[config.mk]
export PLATFORM = sky130hd
export DESIGN_NAME = rs_alu
export DESIGN_NICKNAME = d
export VERILOG_FILES = /design/src/rtl/rs_alu.sv
export SDC_FILE = /design/constraint.sdc
export NUM_CORES = 2
export LEC_CHECK = 0
export ABC_AREA = 1
export CORE_AREA = 2 2 456 503
export CTS_CLUSTER_SIZE = 8
export DETAILED_ROUTE_END_ITERATION = 16
export DIE_AREA = 0 0 458 505
export SLEW_MARGIN = 20
export SYNTH_ARGS = -nofsm -noshare
export SYNTH_HDL_FRONTEND = slang
export SYNTH_SLANG_ARGS = --single-unit
export TNS_END_PERCENT = 100
[constraint.sdc]
create_clock -name clk_in -period 9.6 [get_ports clk_in]
set_input_delay 2.88 -clock clk_in [delete_from_list [all_inputs] [get_ports clk_in]]
set_output_delay 2.88 -clock clk_in [all_outputs]
set_load 0.02 [all_outputs]
[src/rtl/rs_alu.sv]
// rs_alu: ALU reservation station with CDB wakeup and registered dispatch; define RS_OLDEST_FIRST_EN for oldest-ready select
module rs_alu #(
  parameter int RS_SIZE = 8,
  parameter int TAG_W = 5,
  parameter int OP_W = 7
) (
  input  logic             clk_in,
  input  logic             rst_in,
  input  logic             rdy_in,
  input  logic             issue_valid,
  input  logic [OP_W-1:0]  issue_op,
  input  logic [31:0]      issue_vi,
  input  logic [31:0]      issue_vj,
  input  logic             issue_qi_valid,
  input  logic             issue_qj_valid,
  input  logic [TAG_W-1:0] issue_qi,
  input  logic [TAG_W-1:0] issue_qj,
  input  logic [31:0]      issue_imm,
  input  logic [TAG_W-1:0] issue_rob,
  input  logic [31:0]      issue_pc,
  output logic             full,
  input  logic             cdb_valid,
  input  logic [TAG_W-1:0] cdb_tag,
  input  logic [31:0]      cdb_value,
  input  logic             flush,
  output logic [OP_W-1:0]  alu_op,
  output logic [31:0]      alu_vi,
  output logic [31:0]      alu_vj,
  output logic [31:0]      alu_imm,
  output logic [31:0]      alu_pc,
  output logic [TAG_W-1:0] alu_rd
);
  localparam int IW = $clog2(RS_SIZE);
  logic [RS_SIZE-1:0] busy, qi_valid, qj_valid, ready;
  logic [OP_W-1:0] op [RS_SIZE];
  logic [31:0] vi [RS_SIZE];
  logic [31:0] vj [RS_SIZE];
  logic [31:0] imm [RS_SIZE];
  logic [31:0] pc [RS_SIZE];
  logic [TAG_W-1:0] qi [RS_SIZE];
  logic [TAG_W-1:0] qj [RS_SIZE];
  logic [TAG_W-1:0] rob [RS_SIZE];
  logic [IW-1:0] win, slot;
  logic found, hit_i, hit_j, accept;
  assign ready = busy & ~qi_valid & ~qj_valid;
  assign full = &busy;
  assign accept = issue_valid && !full;
  // an operand produced on the CDB in the issue cycle is captured directly
  assign hit_i = cdb_valid && issue_qi_valid && cdb_tag == issue_qi;
  assign hit_j = cdb_valid && issue_qj_valid && cdb_tag == issue_qj;
  always_comb begin
    slot = '0;
    for (int i = RS_SIZE - 1; i >= 0; i--)
      if (!busy[i]) slot = IW'(i);
  end
`ifdef RS_OLDEST_FIRST_EN
  logic [IW-1:0] age [RS_SIZE];
  always_comb begin
    found = 1'b0;
    win = '0;
    for (int i = 0; i < RS_SIZE; i++)
      if (ready[i] && (!found || age[i] > age[win])) begin
        found = 1'b1;
        win = IW'(i);
      end
  end
  always_ff @(posedge clk_in)
    if (!rst_in && rdy_in && !flush && accept)
      for (int i = 0; i < RS_SIZE; i++)
        age[i] <= IW'(i) == slot ? '0 : (busy[i] && ~&age[i]) ? age[i] + 1'b1 : age[i];
`else
  always_comb begin
    found = 1'b0;
    win = '0;
    for (int i = RS_SIZE - 1; i >= 0; i--)
      if (ready[i]) begin
        found = 1'b1;
        win = IW'(i);
      end
  end
`endif
  always_ff @(posedge clk_in) begin
    if (rst_in) begin
      busy <= '0;
      alu_op <= '0;
      alu_vi <= '0;
      alu_vj <= '0;
      alu_imm <= '0;
      alu_pc <= '0;
      alu_rd <= '0;
    end else if (rdy_in) begin
      if (flush) begin
        busy <= '0;
        alu_op <= '0;
      end else begin
        alu_op <= found ? op[win] : '0;
        if (found) begin
          alu_vi <= vi[win];
          alu_vj <= vj[win];
          alu_imm <= imm[win];
          alu_pc <= pc[win];
          alu_rd <= rob[win];
          busy[win] <= 1'b0;
        end
        for (int i = 0; i < RS_SIZE; i++)
          if (busy[i] && cdb_valid) begin
            if (qi_valid[i] && qi[i] == cdb_tag) begin
              qi_valid[i] <= 1'b0;
              vi[i] <= cdb_value;
            end
            if (qj_valid[i] && qj[i] == cdb_tag) begin
              qj_valid[i] <= 1'b0;
              vj[i] <= cdb_value;
            end
          end
        if (accept) begin
          busy[slot] <= 1'b1;
          op[slot] <= issue_op;
          vi[slot] <= hit_i ? cdb_value : issue_vi;
          vj[slot] <= hit_j ? cdb_value : issue_vj;
          qi_valid[slot] <= issue_qi_valid && !hit_i;
          qj_valid[slot] <= issue_qj_valid && !hit_j;
          qi[slot] <= issue_qi;
          qj[slot] <= issue_qj;
          imm[slot] <= issue_imm;
          pc[slot] <= issue_pc;
          rob[slot] <= issue_rob;
        end
      end
    end
  end
endmodule
# [After elaboration in Yosys (flattened, before gate mapping)]
# Memory sizes are Yosys's and may differ from the RTL's. A register that Yosys moved wholly into a read port is not among the register bits.
# Cells that the tools add are included.
[totals] reg_bits=31 word_cells=305 mem_count=8 ram_bits=1200 inputBits=195 out_inout_bits=141
[op_classes] magnitude_cmp=4 mux=223 bitwise_logic=9 reduce_logical=39 n_eq_ne=18
[memory_table] memory="imm" words=8 width=32 read_ports=1 rd_ports_with_merged_regs=1 write_ports=1 line_no="38" source="logic [31:0] imm [RS_SIZE];"
[memory_table] memory="pc" words=8 width=32 read_ports=1 rd_ports_with_merged_regs=1 write_ports=1 line_no="39" source="logic [31:0] pc [RS_SIZE];"
[memory_table] memory="vi" words=8 width=32 read_ports=1 rd_ports_with_merged_regs=1 write_ports=9 line_no="36" source="logic [31:0] vi [RS_SIZE];"
[memory_table] memory="vj" words=8 width=32 read_ports=1 rd_ports_with_merged_regs=1 write_ports=9 line_no="37" source="logic [31:0] vj [RS_SIZE];"
[memory_table] memory="op" words=8 width=7 read_ports=1 rd_ports_with_merged_regs=0 write_ports=1 line_no="35" source="logic [OP_W-1:0] op [RS_SIZE];"
[memory_table] memory="qi" words=8 width=5 read_ports=8 rd_ports_with_merged_regs=0 write_ports=1 line_no="40" source="logic [TAG_W-1:0] qi [RS_SIZE];"
[memory_table] memory="+2 memories"
[op_table] cell="$mux 1" n=191
[op_table] cell="$eq 5x5->1" n=18
[op_table] cell="$mux 32" n=2
[op_table] cell="$mux 8" n=8
[op_table] cell="$mux 3" n=16
[op_table] cell="$logic_and 1x1->1" n=33
[op_table] cell="$and 8x8->8" n=3
[op_table] cell="$not 8->8" n=3
[op_table] cell="$bwmux 8" n=2
[op_table] cell="$mux 7" n=2
[op_table] cell="$lt 3x4->1 const B" n=2
[op_table] cell="$or 8x8->8" n=1
[op_table] cell="$reduce_and 8->1" n=1
[op_table] cell="$demux 1 s3" n=2
[op_table] cell="$ge 3x1->1 const B" n=2
[op_table] cell="$reduce_and 3->1" n=2
[op_table] cell="$logic_not 1->1" n=3
[op_table] cell="$not 1->1" n=2

# [Logic depth before layout (Yosys ltp)]
[logic_depth] ltp_word=24 mapped_depth=16 mapped_depth_nobuf=15

# [Least setup slack after synthesis]
# OpenSTA, ideal clock, no wires.
[synth_timing] path_type="input -> register" startpoint="input rdy_in" endpoint="memory vj[7][0], enable pin" t_required_ns=9.130 stages=8 t_arrival_ns=6.663 path_buffers=2 setup_time_ns=0.470 slack_ns=2.467 path_cell_list="inv_1 > nor2_1 > inv_1 > nor2_1 > buf_2 > inv_1 > clkbuf_1 > o31ai_1"
[synth_rtl] item="start, declared" line_no="9" source="input logic rdy_in,"
[synth_rtl] item="end, declared" line_no="37"

==> impl_metrics.csv <==
group,metric,value,unit
floorplan,die_w,458,um
sta,finalMaxSlewViolations,0,
critical_path,path_cells,"clkdlybuf4s50_1, inv_2, nand2_1, o21ai_0, a211oi_1, nand3_4, buf_4, mux2i_1, o21ai_0",
synth,syn_inst,5548,
critical_path,path_class,"in -> reg",
critical_path,crit_path_frequent_cell,"o21ai_0",
synth,synth.top_cell.area_share,62.3,%
global_route,antenna_found_initial,64,
detailed_routing,dr.pass1.iters,6,
hold_path,worstHoldPathCells,2,
detailed_routing,ant_nets,0,
sta,rsz0062_at_grt,"false",
detailed_routing,drtIter0Drc,3726,
pwr,p_int,10400,uW
detailed_routing,routed_wl,195000,um
final_layout,final_util,31.3,%
detailed_routing,drcViolationCount,0,
critical_path,slowest_stage,"clkdlybuf4s50_1",
clock_tree,cts_buffers,189,
critical_path,r2r-start,"qi_valid[4]",
clock_tree,cts_resized,0,
detailed_routing,drt-wirelength-per-cell,21.9,um
pwr,pwr-share-clk,47.6,%
synth,async_flop_share,0,%
clock_tree,path_clk_slew,50,ps
run,cap_violations,0,
synth,ys.flop_type,"edfxtp_1",
pwr,switching_share,21.8,%
pwr,p_total,13200,uW
global_route,grt.total_usage,16.4,%
synth,synth.distinct_cells,44,
sta,hold_viol,0,
global_route,grt_remaining_overflow,0,
synth,synthTopCellsByArea,"edfxtp_1 62%, nand2_1 9.3%, o21ai_0 5.6%, dfxtp_1 5.1%, nand3_1 4.4%",
clock_tree,insertion_delay,830,ps
final_layout,drive_above_1_share,6.44,%
synth,syn_avg_cell_area,10.6,um2
sta,max_freq,164,MHz
hold_path,min-delay-start,"alu_op[2]",
critical_path,rr_worst_depth,14,
critical_path,crit_path_end_kind,"flop",
sta,finalClockSkew,74.9,ps
sta,worst_slew_pin_slew,1160,ps
synth,yosys.area.top_type,"edfxtp_1",
sta,fin_crit_sh,63.4,%
final_layout,final_nets,5977,
floorplan,dieArea,0.231,mm2
critical_path,required,10120,ps
floorplan,chipHeight,505,um
synth,ys_ff_latch,1364,
clock_tree,cts_tree,"built",
pwr,ir_drop,138,uV
global_route,grt_pass1_vias,40900,
floorplan,row_count,183,
detailed_routing,vias_per_cell,4.75,
placement,placedCellCount,8550,
pwr,power_switching,2890,uW
hold_path,min_to,"alu_op[2]",
pwr,p_seq_share,49.1,%
placement,place_congestion,0.827,
sta,whs,454,ps
sta,maxSlewHeadroom,23.0,%
pwr,p_comb_share,3.3,%
critical_path,cp_data_arrival_time,6610,ps
sta,setup_viol_count_final,0,
floorplan,initial_core_util,26.0,%
synth,synth_area,0.0586,mm2
final_layout,final_common_cell,"nand2_1",
floorplan,core,0.226,mm2
floorplan,io-pin-count,336,
pwr,p_leak,0.0258,uW
clock_tree,cts_buffer_depth,3,
clock_tree,root_buffer,"clkbuf_16",
final_layout,final_cells,8921,
global_route,grt_max_degree,181,
detailed_routing,route.vias.total,42400,
critical_path,reg2reg_to,"alu_vj[16]",
final_layout,areaGrowthSynthToFinish,20.4,%
sta,setup_tns,0,ps
critical_path,start_kind,"input port",
hold_path,hold_path_class,"reg -> reg",
critical_path,cp_max_fo,24,
critical_path,crit_buf_inv,3,
final_layout,final_cell_mix,"1,449 x nand2_1, 1,216 x edfxtp_1, 656 x o21ai_0",
synth,seq_area_frac_synth,67.4,%
clock_tree,clock-sinks,1364,
critical_path,max_stage_delay,930,ps
global_route,grt_first_pass_wirelength,279000,um
synth,ys.warnings.count,0,
outcome,status,"finished clean",
sta,period_needed,6090,ps
clock_tree,htree_levels,4,
critical_path,path_delay_family,"buffers and inverters",
pwr,powerDensity,188,mW/mm2
synth,syn_nets,5743,
placement,post-dp-hpwl,118000,um
final_layout,nFillCells,22800,
clock_tree,holdBufCountCts,0,
clock_tree,cts_post_setup_buffers_inserted,0,
synth,synth-edff-count,1216,
critical_path,r2r_slack,4740,ps
placement,port_buffers,335,
## per-layer routing
| metal | share of wire, % | up-vias | GRT usage, % |
|---|---|---|---|
| li1 | - | 19700 | - |
| met1 | 38 | 20400 | 19.4 |
| met2 | 48 | 1702 | 27.3 |
| met3 | 8.1 | 456 | 4.18 |
| met4 | 5.5 | 74 | 8.64 |
| met5 | 0.23 | - | 0 |
## kinds of logic (layout without fill, tap and decap cells)
group / after synthesis / in the layout / share of synthesized area (%)
xor+xnor: 26 / 26 / 0.389
other cells: 0 / 17 / 0
compound gates: 1083 / 1083 / 9.85
mux: 32 / 32 / 0.553
buf+inv: 854 / 1250 / 6.11
simple gates: 2189 / 2189 / 15.7
flops: 1364 / 1364 / 67.4
## state kept, by name (all words and copies together), names as in the netlist, 32 cells and up
| name | count |
|---|---|
| alu_imm | 32 |
| alu_pc | 32 |
| vi | 256 |
| alu_vj | 32 |
| rob | 40 |
| qj | 40 |
| imm | 256 |
| alu_vi | 32 |
| vj | 256 |
| op | 56 |
| qi | 40 |
| pc | 256 |
## tightest hold or removal path, delay by kind of cell (launching register included)
kind / cells / cell delay [ps]
DFF: 1 / 310
and+or+nand+nor: 2 / 100
## per-stage QoR
step                      worst slack (ps)  area, um2
after CTS                             3430      70500
after global placement                2600      64900
final                                 3510      70600
after detailed placement              2620      64900
after floorplan                       2470      58600
after global routing                  3240      70600
## cell usage after synthesis, types with 5 or more instances
cell type  number
nor2_1         86
nand2_1      1457
buf_6          27
o22ai_1        16
nand4_1       104
a21oi_1       223
buf_1          37
o21ai_0       656
o31ai_1        16
xnor2_1        20
nand3_1       514
buf_2          94
o21ai_1       112
or2_2           8
a21boi_2       28
clkbuf_1      193
buf_4          14
a221oi_1       10
edfxtp_1     1216
xor2_1          6
inv_1         477
mux2i_1        31
a21boi_1        5
dfxtp_1       148
a211oi_1        7
inv_2          11
## worst max path at each step
| stage | start | cells past startpoint | slack, ps | to |
|---|---|---|---|---|
| 3_3_place_gp | rdy_in | 8 | 2600 | imm[4][20] |
| 6_report | cdb_tag[4] | 9 | 3510 | vi[7][12] |
| 5_1_grt | rdy_in | 8 | 3240 | imm[4][18] |
| 3_5_place_dp | rdy_in | 8 | 2620 | imm[4][15] |
| 4_1_cts | rdy_in | 8 | 3430 | pc[4][21] |
| 2_1_floorplan | rdy_in | 8 | 2470 | vj[7][0] |
## power by group through the flow
stage | Clock (uW) | Combinational, uW | Sequential (uW)
floorplan | 0 | 196 | 6620
global placement | 0 | 426 | 6610
detailed placement | 0 | 437 | 6610
CTS | 6420 | 439 | 6500
global route | 6660 | 480 | 6490
finish | 6310 | 436 | 6500
## layout make-up
| cell class | count | area (um2) | area share, % |
|---|---|---|---|
| Inverter | 489 | 1870 | 2.64 |
| Sequential cell | 1364 | 39500 | 55.9 |
| Tap cell | 2960 | 3700 | 5.25 |
| Antenna cell | 17 | 42.5 | 0.0603 |
| Clock inverter | 17 | 327 | 0.463 |
| Timing Repair Buffer | 408 | 3950 | 5.60 |
| Clock buffer | 336 | 5290 | 7.50 |
| Multi-Input combinational cell | 3330 | 15900 | 22.5 |
Note: power is estimated with default switching activity, not from simulation.
